**config.mk**
```make
export PLATFORM = sky130hd
export DESIGN_NAME = lane_demux
export DESIGN_NICKNAME = d
export VERILOG_FILES = /design/src/rtl/lane_demux.sv
export SDC_FILE = /design/constraint.sdc
export NUM_CORES = 1
export LEC_CHECK = 0
export ABC_AREA = 1
export CORE_UTILIZATION = 45
export CTS_BUF_LIST = sky130_fd_sc_hd__clkbuf_16
export DETAILED_ROUTE_END_ITERATION = 16
export DONT_BUFFER_PORTS = 1
export GPL_TIMING_DRIVEN = 1
export PLACE_DENSITY = 0.64
export SETUP_SLACK_MARGIN = 0.1
export SYNTH_ARGS = -nofsm -noshare
export SYNTH_HDL_FRONTEND = slang
export SYNTH_SLANG_ARGS = --single-unit
```
**constraint.sdc**
```tcl
create_clock -name clk -period 8.7 [get_ports clk]
set_input_delay 1.305 -clock clk [delete_from_list [all_inputs] [get_ports clk]]
set_output_delay 1.305 -clock clk [all_outputs]
set_load 0.1 [all_outputs]
```
**src/rtl/lane_demux.sv**
```systemverilog
// lane_demux: per-lane byte/control demux with framing FSM, ordered-set detect and error counter (counter built only with LANE_DEMUX_ERR_COUNT_EN)
module lane_demux #(
  parameter int LANES = 4,
  parameter int CNT_W = 8
) (
  input  logic               clk,
  input  logic               reset,
  input  logic [LANES-1:0]   valid_in,
  input  logic [8*LANES-1:0] data_in,
  output logic [8*LANES-1:0] data_out,
  output logic [LANES-1:0]   data_valid,
  output logic [8*LANES-1:0] control,
  output logic [LANES-1:0]   ctrl_valid,
  output logic [LANES-1:0]   in_packet,
  output logic [LANES-1:0]   os_detect,
  output logic [LANES-1:0]   err,
  output logic [CNT_W-1:0]   err_count
);
  typedef enum logic [1:0] {IDLE, PKT, COM_SEEN} state_t;
  localparam logic [7:0] STP = 8'hFB, SDP = 8'h5C, END = 8'hFD, EDB = 8'hFE;
  localparam logic [7:0] SKP = 8'h1C, IDL = 8'h7C, FTS = 8'h3C, COM = 8'hBC;
  logic [LANES-1:0] w_err;
  for (genvar g = 0; g < LANES; g++) begin : g_lane
    state_t     r_state, w_nxt;
    logic [7:0] w_sym, r_data, r_ctl;
    logic       w_start, w_end, w_os, w_com, w_known, w_ferr, w_osd;
    logic       r_dv, r_cv, r_pkt, r_os, r_err;
    assign w_sym   = data_in[8*g +: 8];
    assign w_start = (w_sym == STP) || (w_sym == SDP);
    assign w_end   = (w_sym == END) || (w_sym == EDB);
    assign w_os    = (w_sym == SKP) || (w_sym == IDL) || (w_sym == FTS);
    assign w_com   = (w_sym == COM);
    assign w_known = w_start || w_end || w_os || w_com;
    // next state and error/ordered-set decisions; unknown codes leave the state alone
    always_comb begin
      w_nxt  = r_state;
      w_ferr = 1'b0;
      w_osd  = 1'b0;
      if (valid_in[g]) w_nxt = (r_state == PKT) ? PKT : IDLE;
      else if (!w_known) w_ferr = 1'b1;
      else begin
        w_nxt  = w_start ? PKT : w_com ? COM_SEEN : IDLE;
        w_ferr = (r_state == IDLE) ? w_end : (r_state == PKT) ? !w_end : 1'b0;
        w_osd  = (r_state == COM_SEEN) && w_os;
      end
    end
    // registered per-lane outputs and framing state
    always_ff @(posedge clk or posedge reset) begin
      if (reset) begin
        r_state <= IDLE;
        r_data  <= '0;
        r_ctl   <= '0;
        r_dv    <= 1'b0;
        r_cv    <= 1'b0;
        r_pkt   <= 1'b0;
        r_os    <= 1'b0;
        r_err   <= 1'b0;
      end else begin
        r_state <= w_nxt;
        if (valid_in[g]) r_data <= w_sym;
        r_ctl   <= (!valid_in[g] && w_known) ? w_sym : 8'h00;
        r_dv    <= valid_in[g];
        r_cv    <= !valid_in[g] && w_known;
        r_pkt   <= (w_nxt == PKT);
        r_os    <= w_osd;
        r_err   <= w_ferr;
      end
    end
    assign w_err[g]           = w_ferr;
    assign data_out[8*g +: 8] = r_data;
    assign control[8*g +: 8]  = r_ctl;
    assign data_valid[g]      = r_dv;
    assign ctrl_valid[g]      = r_cv;
    assign in_packet[g]       = r_pkt;
    assign os_detect[g]       = r_os;
    assign err[g]             = r_err;
  end
`ifdef LANE_DEMUX_ERR_COUNT_EN
  logic [CNT_W-1:0] r_cnt;
  logic [CNT_W+3:0] w_sum;
  // running total plus this cycle's error popcount, wide enough to never wrap
  always_comb begin
    w_sum = {4'b0, r_cnt};
    for (int i = 0; i < LANES; i++) w_sum = w_sum + {{(CNT_W+3){1'b0}}, w_err[i]};
  end
  // saturating error counter, updated on the same edge as the err pulses
  always_ff @(posedge clk or posedge reset) begin
    if (reset) r_cnt <= '0;
    else r_cnt <= (w_sum > {4'b0, {CNT_W{1'b1}}}) ? {CNT_W{1'b1}} : w_sum[CNT_W-1:0];
  end
  assign err_count = r_cnt;
`else
  logic w_unused_err;
  assign w_unused_err = ^w_err;
  assign err_count    = '0;
`endif
endmodule

```
==> flow_summary_export.csv, run 1 <==
group,metric,value,unit
clocking,ctsHtreeMaxLevel,3,
clocking,clk_latency,0.32,ns
clocking,clkTransAtPathRegs,0.06,ns
floorplan,die_area,9430,sq um
placed_design,io_buffers,0,
pwr,irDropWorstVdd,0.000114,V
timing,setup_viol_count_final,0,
logic_synthesis,synth_commonest_cells,"114 x nand2_1, 92 x dfrtp_1, 37 x inv_1, 31 x nor2_2, 28 x buf_4",
placed_design,placed_area,4010,sq um
route,avgRoutedWirePerCell,13.7,um
logic_synthesis,synth-async-reset-ratio,100,%
grt,gr-total-overflow,0,
clocking,postCtsSetupBuffers,0,
critical_path,arrival,1.27,ns
final_layout,final_area,4310,sq um
timing,fin_crit_sh,29.7,%
floorplan,initial_utilization,46.7,%
timing,hold_viol_final,0,
final_layout,regArea,2300,sq um
logic_synthesis,yosysSeqAreaShare,56.6,%
floorplan,die_w,97.1,um
clocking,cts_tree,"done",
pwr,leakagePower,2.24,nW
pwr,p_clk_share,35.4,%
clocking,cts_sinks,92,
timing,relSlewSlack,24.9,%
final_layout,drive_gt1_share,23.9,%
timing,fmax,0.388,GHz
final_layout,area_growth,5.84,%
logic_synthesis,synth_area,4070,sq um
clocking,post_cts_resized,0,
logic_synthesis,yosysTopAreaCellShare,56.6,%
floorplan,io_pins,130,
pwr,p_sw,0.000392,W
final_layout,final_net_count,464,
clocking,cts_buffer_depth,2,
floorplan,coreArea,8720,sq um
final_layout,diodes,0,
logic_synthesis,yosysUniqueCellTypes,22,
critical_path,cp.required,7.39,ns
logic_synthesis,synth_edf_count,0,
timing,layout_min_cycle_time,2.58,ns
logic_synthesis,ys_ff_latch,92,
placed_design,dp_hpwl,5490,um
route,drc,0,
grt,grt_max_degree,93,
logic_synthesis,syn_area_per_cell,9.25,sq um
clocking,clockRootBuffer,"clkbuf_16",
route,drt-initial-drc-count,85,
pwr,internal_power,0.000694,W
timing,tightest_slew,1.13,ns
critical_path,critPathKind,"flop to output pin",
route,wirelength,7390,um
clocking,hold_buffers,0,
logic_synthesis,yosys-top-cells-area,"dfrtp_1 57%, nand2_1 11%, buf_4 5.2%",
final_layout,multi_input_area,1350,sq um
pwr,power.density,252,nW/um^2
hold_path,holdCritPathClass,"flop to flop",
floorplan,rows,34,
pwr,swShare,36.1,%
floorplan,die_h,97.1,um
critical_path,rr_startpoint,"g_lane[1].r_data[5]",
grt,grt_pass1_vias,2540,
timing,rsz0062_at_grt,"no",
logic_synthesis,synth_ff_type,"dfrtp_1",
route,num_vias,2543,
route,routed_via_density,4.72,
hold_path,hp-start,"g_lane[2].r_state[0]",
grt,grt_pass1_wl,12600,um
timing,setup_tns,0,ns
clocking,cts_buffers,9,
run_status,outcome,"completed",
placed_design,gp_congestion,0.869,
critical_path,end_kind,"output pin",
critical_path,cp-start-kind,"flop",
timing,worst_clock_skew,0.00706,ns
final_layout,n_fill_cell,782,
logic_synthesis,synthCells,440,
pwr,seqPwrFrac,57.2,%
grt,antenna_found_initial,0,
pwr,combPwrFrac,7.4,%
route,antenna_left,0,
timing,drv_slew,0,
critical_path,path_max_fanout,2,
run,drv_cap,0,
route,firstDrtPassIters,6,
logic_synthesis,synth_top_cell_by_area,"dfrtp_1",
critical_path,cp-startpoint,"g_lane[2].r_data[6]",
logic_synthesis,yosysWarningCount,0,
logic_synthesis,yosysMostFrequentCell,"nand2_1",
grt,grt_use_total,16.7,%
-- area by class of cell --
type | count | share of cell area (%)
sequential | 92 | 53.5
clock inverter | 7 | 1.71
tap | 108 | 3.14
inverter | 57 | 5.03
clock buffer | 9 | 5.23
multi-input combinational | 266 | 31.4
-- power groups by stage --
| stage | sequential, W | combinational (W) | clock [W] |
|---|---|---|---|
| after floorplan | 0.000579 | 0.000128 | 0 |
| after global placement | 0.000629 | 0.0000789 | 0 |
| after detailed placement | 0.000630 | 0.0000809 | 0 |
| after CTS | 0.000622 | 0.0000812 | 0.000401 |
| after global routing | 0.000624 | 0.0000917 | 0.000416 |
| final | 0.000621 | 0.0000800 | 0.000385 |
-- routing by layer --
metal  part of all wire [%]  up-vias  global-route usage, %
li1                       -     1273                      -
met1                     42     1176                   20.3
met2                     50       86                   28.0
met3                    6.0        8                   5.54
met4                    1.5        0                   5.40
met5                      0        -                      0
-- cell usage in the layout (no fill, tap or decap), drive strengths merged --
cell    netlist  routed
nand3        15      15
nand2       131     131
bufinv        0       1
nor3          3       3
nor2         64      64
or2           4       4
a31oi         3       3
dfrtp        92      92
conb          1       8
o21ai        32      32
nor4          1       1
inv          57      60
a21oi         5       5
clkinv        0       3
clkbuf        4       9
-- stage by stage --
step / hold WS (ns) / instances / power (W) / setup slack (ns) / utilization (%)
2_1_floorplan: 0.453 / 447 / 0.000707 / 5.00 / -
3_3_place_gp: 0.486 / 523 / 0.000708 / 6.48 / 46.0
3_5_place_dp: 0.483 / 523 / 0.000711 / 6.44 / 46.0
4_1_cts: 0.488 / 539 / 0.00110 / 6.10 / 49.4
5_1_grt: 0.516 / 539 / 0.00113 / 6.09 / 49.4
6_report: 0.497 / 539 / 0.00109 / 6.12 / 49.4
-- registers in the layout, summed over array words and instances (netlist names) --
register,flops
g_lane.r_dv,4
g_lane.r_err,4
g_lane.r_cv,4
g_lane.r_pkt,4
g_lane.r_data,32
g_lane.r_os,4
g_lane.r_ctl,32
g_lane.r_state,8
-- worst reg2reg max path, delay by kind of cell (launching register included) --
| family | cells | cell delay, ns |
|---|---|---|
| AO/OA/AOI/OAI | 1 | 0.12 |
| AND/OR/NAND/NOR | 1 | 0.11 |
| flip-flops | 1 | 0.95 |
-- final timing paths --
path	cells past startpoint	slack [ns]	to
max in group asynchronous	1	6.83	g_lane[1].r_data[5]
max	0	6.12	data_out[22]
max reg2reg	2	7.43	g_lane[1].r_data[5]
min	1	0.50	g_lane[2].r_os
min reg2reg	1	0.50	g_lane[2].r_os
min in group asynchronous	1	1.10	g_lane[1].r_data[2]
-- cell families (layout without fill, tap and decap cells) --
| group | Yosys count | after routing | synth area share, % |
|---|---|---|---|
| simple gates | 218 | 218 | 26.9 |
| flops | 92 | 92 | 56.6 |
| buf+inv | 89 | 73 | 10.8 |
| compound gates | 40 | 40 | 5.66 |
| other cells | 1 | 8 | 0.0922 |
No activity file was read; power rests on OpenSTA's default activity.
==> run 2, diff against run 1 <==
--- a/config.mk
+++ b/config.mk
@@ -11,7 +11,7 @@
 export DETAILED_ROUTE_END_ITERATION = 16
 export DONT_BUFFER_PORTS = 1
 export GPL_TIMING_DRIVEN = 1
-export PLACE_DENSITY = 0.64
+export PLACE_DENSITY = 0.66
 export SETUP_SLACK_MARGIN = 0.1
 export SYNTH_ARGS = -nofsm -noshare
 export SYNTH_HDL_FRONTEND = slang
==> constraint.sdc (replaced) <==
create_clock -name clk -period 2.2 [get_ports clk]
set_input_delay 0.33 -clock clk [delete_from_list [all_inputs] [get_ports clk]]
set_output_delay 0.33 -clock clk [all_outputs]
set_load 0.1 [all_outputs]
==> run 2 against run 1 <==
  * First-iteration DRC count down 15%
  * Combinational power rose to 14 times the previous value
  * Non-clock buffer count up 88
  * Clock-buffer cell count unchanged
  * Clock skew down 0.0041 ns
  * Critical endpoint is now data_out[21]
  * Largest power group unchanged
==> flow_summary_export.csv, run 2 (synthesized netlist as in run 1, its figures left out) <==
group,metric,value,unit
clocking,cts_buffer_depth,2,
grt,grt_use_total,18.5,%
placed_design,io_buffers,0,
floorplan,die_h,97.1,um
critical_path,cpPeakStageDelay,0.37,ns
route,drc,0,
grt,antenna_found_initial,0,
timing,relSlewSlack,55.6,%
final_layout,final_area,4970,sq um
final_layout,final_common_cell,"nand2_1",
route,wirelength,8080,um
critical_path,path_max_fanout,2,
pwr,internal_power,0.00284,W
critical_path,path_cells,"buf_4",
final_layout,regArea,2300,sq um
final_layout,final_util,57.0,%
route,routed_via_density,4.68,
clocking,hold_buffers,1,
timing,setup_tns,0,ns
grt,grt_pass1_wl,13900,um
clocking,cts_tree,"done",
critical_path,cp.required,1.87,ns
floorplan,initial_utilization,46.7,%
clocking,clkTransAtPathRegs,0.06,ns
timing,worst_slack,0.874,ns
grt,gr-total-overflow,0,
run_status,outcome,"completed",
clocking,post_cts_resized,0,
clocking,clk_latency,0.32,ns
final_layout,multi_input_area,1350,sq um
pwr,p_sw,0.00154,W
pwr,power.density,883,nW/um^2
final_layout,top_regs,"g_lane.r_ctl (32), g_lane.r_data (32), g_lane.r_state (8)",
route,drt-initial-drc-count,72,
placed_design,place_ws,0.965,ns
pwr,swShare,35.2,%
grt,grt_max_degree,35,
clocking,postCtsSetupBuffers,0,
route,firstDrtPassIters,5,
final_layout,area_growth,22.1,%
timing,drv_slew,0,
route,avgRoutedWirePerCell,12.9,um
final_layout,diodes,0,
grt,grt_pass1_vias,2987,
placed_design,placed_area,4670,sq um
final_layout,drive_gt1_share,36.3,%
floorplan,die_w,97.1,um
critical_path,critPathKind,"flop to output pin",
timing,fmax,0.754,GHz
pwr,irDropWorstVdd,0.000429,V
pwr,combPwrFrac,24.9,%
pwr,leakagePower,2.68,nW
clocking,clockRootBuffer,"clkbuf_16",
floorplan,rows,34,
timing,fin_crit_sh,60.3,%
placed_design,gp_congestion,0.892,
timing,rsz0062_at_grt,"no",
timing,setup_viol_count_final,0,
floorplan,die_area,9430,sq um
critical_path,arrival,1.00,ns
final_layout,final_net_count,552,
critical_path,slowest_stage,"dfrtp_1",
critical_path,cp-start-kind,"flop",
critical_path,critPathBufInv,1,
floorplan,coreArea,8720,sq um
timing,hold_viol_final,0,
pwr,seqPwrFrac,41.8,%
timing,layout_min_cycle_time,1.33,ns
route,antenna_left,0,
placed_design,dp_hpwl,6150,um
route,num_vias,2929,
clocking,ctsHtreeMaxLevel,3,
timing,tightest_slew,0.664,ns
critical_path,path_delay_family,"flip-flops",
floorplan,io_pins,130,
final_layout,n_fill_cell,775,
pwr,p_clk_share,33.3,%
critical_path,end_kind,"output pin",
hold_path,holdCritPathClass,"input port to flop",
final_layout,final_cell_mix,"114 x nand2_1, 92 x dfrtp_1, 86 x buf_4",
clocking,cts_sinks,92,
run,drv_cap,0,
timing,worst_clock_skew,0.00291,ns
clocking,cts_buffers,9,
==> run 2: cell types whose count changed in the layout (fill, tap and decap cells not counted), sizes merged <==
cell and change:
buf +87, clkinv -1, clkinvlp +3, dlygate4sd3 +1, inv -3
==> run 2: final cells by class <==
class                      count  share of cell area (%)
clock inverter                 6                    1.16
multi-input combinational    266                    27.3
tap                          108                    2.72
sequential                    92                    46.3
clock buffer                   9                    4.53
timing repair buffer          88                    13.6
inverter                      57                    4.38
==> run 2: power groups by stage <==
stage / Sequential, W / Clock [W] / Combinational, W
6_report: 0.00183 / 0.00146 / 0.00109
3_5_place_dp: 0.00187 / 0 / 0.00109
2_1_floorplan: 0.00229 / 0 / 0.000508
3_3_place_gp: 0.00186 / 0 / 0.00108
4_1_cts: 0.00183 / 0.00151 / 0.00110
5_1_grt: 0.00184 / 0.00157 / 0.00115
==> run 2: per-layer routing <==
layer | wire, um | share of wire [%] | vias to the layer above | global-route usage (%)
met3 | 470 | 5.8 | 10 | 4.46
li1 | - | - | 1452 | -
met1 | 3370 | 42 | 1361 | 22.5
met4 | 122 | 1.5 | 0 | 8.15
met5 | 0 | 0 | - | 0
met2 | 4110 | 51 | 106 | 31.3
==> run 2: path summary, 6_finish.rpt <==
check / slack (ns) / depth (start not counted) / end / start
worst min register to register: 0.49 / 2 / g_lane[3].r_data[7] / g_lane[3].r_data[7]
min in group asynchronous: 0.57 / 2 / g_lane[1].r_data[7] / reset
worst min-delay path: 0.03 / 0 / g_lane[0].r_dv / valid_in[0]
max in group asynchronous: 0.97 / 3 / g_lane[0].r_data[0] / reset
worst max register to register: 1.09 / 4 / g_lane[1].r_err / g_lane[1].r_state[1]
worst max-delay path: 0.87 / 1 / data_out[21] / g_lane[2].r_data[5]
==> run 2: through the flow <==
step                      power [W]  hold slack, ns  std cells
after floorplan             0.00280           0.361        447
after global placement      0.00294           0.314        610
after detailed placement    0.00296           0.326        610
after CTS                   0.00444          0.0114        626
after global routing        0.00456          0.0101        626
final                       0.00439          0.0298        626
==> run 3, diff against run 2 <==
--- a/config.mk
+++ b/config.mk
@@ -11,7 +11,7 @@
 export DETAILED_ROUTE_END_ITERATION = 16
 export DONT_BUFFER_PORTS = 1
 export GPL_TIMING_DRIVEN = 1
-export PLACE_DENSITY = 0.66
+export PLACE_DENSITY = 0.64
 export SETUP_SLACK_MARGIN = 0.1
 export SYNTH_ARGS = -nofsm -noshare
 export SYNTH_HDL_FRONTEND = slang
==> constraint.sdc (replaced) <==
create_clock -name clk -period 1.28 [get_ports clk]
set_input_delay 0.192 -clock clk [delete_from_list [all_inputs] [get_ports clk]]
set_output_delay 0.192 -clock clk [all_outputs]
set_load 0.1 [all_outputs]
==> run 3 against run 2 <==
  * Sequential share of layout area down 3.6 points
  * Critical path depth unchanged
  * Via count up 4.4%
  * Clock power up 79%
  * Utilization up 4.8 points
  * Hold slack worse by 0.018 ns
  * Register-to-register slack worse by 0.85 ns
==> flow_summary_export.csv, run 3 (synthesized netlist as in run 1, its figures left out) <==
group,metric,value,unit
final_layout,top_regs,"g_lane.r_ctl (32), g_lane.r_data (32), g_lane.r_state (8)",
clocking,cts_buffer_depth,2,
timing,setup_tns,0,ns
route,avgRoutedWirePerCell,13.1,um
route,firstDrtPassIters,4,
final_layout,diodes,0,
critical_path,cpPeakStageDelay,0.35,ns
critical_path,cp-startpoint,"g_lane[0].r_data[3]",
floorplan,die_area,9430,sq um
hold_path,hold_depth,2,
timing,hold_viol_final,0,
clocking,cts_buffers,9,
timing,drv_slew,0,
critical_path,path_cells,"buf_4",
critical_path,crit_cells,1,
floorplan,initial_utilization,46.7,%
run_status,outcome,"completed",
route,drt-initial-drc-count,86,
clocking,clk_latency,0.33,ns
pwr,leakagePower,2.87,nW
critical_path,cp-start-kind,"flop",
grt,gr-total-overflow,0,
critical_path,path_max_fanout,2,
clocking,cts_tree,"done",
grt,grt_max_degree,26,
route,antenna_left,0,
grt,grt_use_total,19.2,%
pwr,irDropWorstVdd,0.000754,V
hold_path,holdCritPathClass,"input port to flop",
critical_path,critPathKind,"flop to output pin",
placed_design,gp_congestion,0.848,
clocking,clockRootBuffer,"clkbuf_16",
placed_design,dp_hpwl,6110,um
final_layout,area_growth,32.4,%
final_layout,final_cell_mix,"114 x nand2_1, 92 x dfrtp_1, 74 x buf_4",
timing,rsz0062_at_grt,"no",
grt,grt_pass1_vias,3170,
placed_design,io_buffers,0,
floorplan,die_h,97.1,um
critical_path,cp.required,1.09,ns
final_layout,n_fill_cell,733,
critical_path,rr_startpoint,"g_lane[3].r_state[0]",
route,drc,0,
floorplan,io_pins,130,
route,num_vias,3058,
critical_path,arrival,0.97,ns
timing,worst_clock_skew,0.00134,ns
clocking,ctsHtreeMaxLevel,3,
floorplan,rows,34,
grt,grt_pass1_wl,14600,um
timing,fin_crit_sh,90.8,%
timing,setup_viol_count_final,0,
floorplan,die_w,97.1,um
critical_path,end_kind,"output pin",
route,routed_via_density,4.63,
grt,antenna_found_initial,0,
final_layout,final_common_cell,"nand2_1",
timing,fmax,0.860,GHz
timing,layout_min_cycle_time,1.16,ns
clocking,clkTransAtPathRegs,0.07,ns
final_layout,drive_gt1_share,35.1,%
clocking,cts_sinks,92,
run,drv_cap,0,
pwr,power.density,1440,nW/um^2
pwr,power,0.00778,W
final_layout,final_net_count,586,
hold_path,hp-start,"data_in[24]",
critical_path,slowest_stage,"dfrtp_1",
critical_path,path_delay_family,"flip-flops",
critical_path,critPathBufInv,1,
route,wirelength,8630,um
critical_path,reg2reg_depth,4,
floorplan,coreArea,8720,sq um
[run 3: changes by cell type in the layout (fill, tap and decap cells not counted), sizes merged]
cell / change
buf: +6
clkinv: +2
clkinvlp: -2
dlygate4sd3: +28
inv: +1
[run 3: final timing paths]
kind	slack, ns	end
max	0.12	data_out[3]
min	0.01	g_lane[3].r_ctl[0]
max reg2reg	0.24	g_lane[3].r_err
min reg2reg	0.49	g_lane[1].r_os
max in group asynchronous	0.39	g_lane[3].r_ctl[2]
min in group asynchronous	0.37	g_lane[1].r_data[1]
[run 3: area by class of cell]
type	instances	area, sq um	area share [%]
inverter	57	218	4.04
sequential	92	2300	42.7
multi-input combinational	266	1350	25.1
tap	108	135	2.51
clock inverter	7	67.6	1.25
clock buffer	9	225	4.18
timing repair buffer	122	1090	20.2
[run 3: power by group]
group | internal [W] | switching (W)
Combinational | 0.000436 | 0.00157
Clock | 0.00151 | 0.00110
Sequential | 0.00307 | 0.0000923
[run 3: through the flow]
step	cells	util [%]	cell area, sq um	hold WS [ns]	setup slack [ns]
final	661	61.8	5390	0.0121	0.117
after global routing	661	61.8	5390	0.0164	0.100
after CTS	661	61.3	5350	0.00294	0.101
after detailed placement	616	54.4	4740	0.107	0.191
after floorplan	447	-	4100	0.223	0.0103
after global placement	616	54.4	4740	0.0985	0.221
[run 3: timing repair]
item,in CTS,in global routing
hold endpoints to repair,43,0
cloned,0,0
gates resized for setup,5,11
hold buffers,29,0
buffers inserted,0,0
setup endpoints to repair,5,11
[run 3: metal layers]
metal  track usage [%]  vias to the layer above  part of all wire [%]
li1                  -                     1518                     -
met1              22.5                     1449                    42
met2              34.8                       80                    51
met3              4.17                       11                   5.0
met4              6.54                        0                   1.7
met5                 0                        -                     0
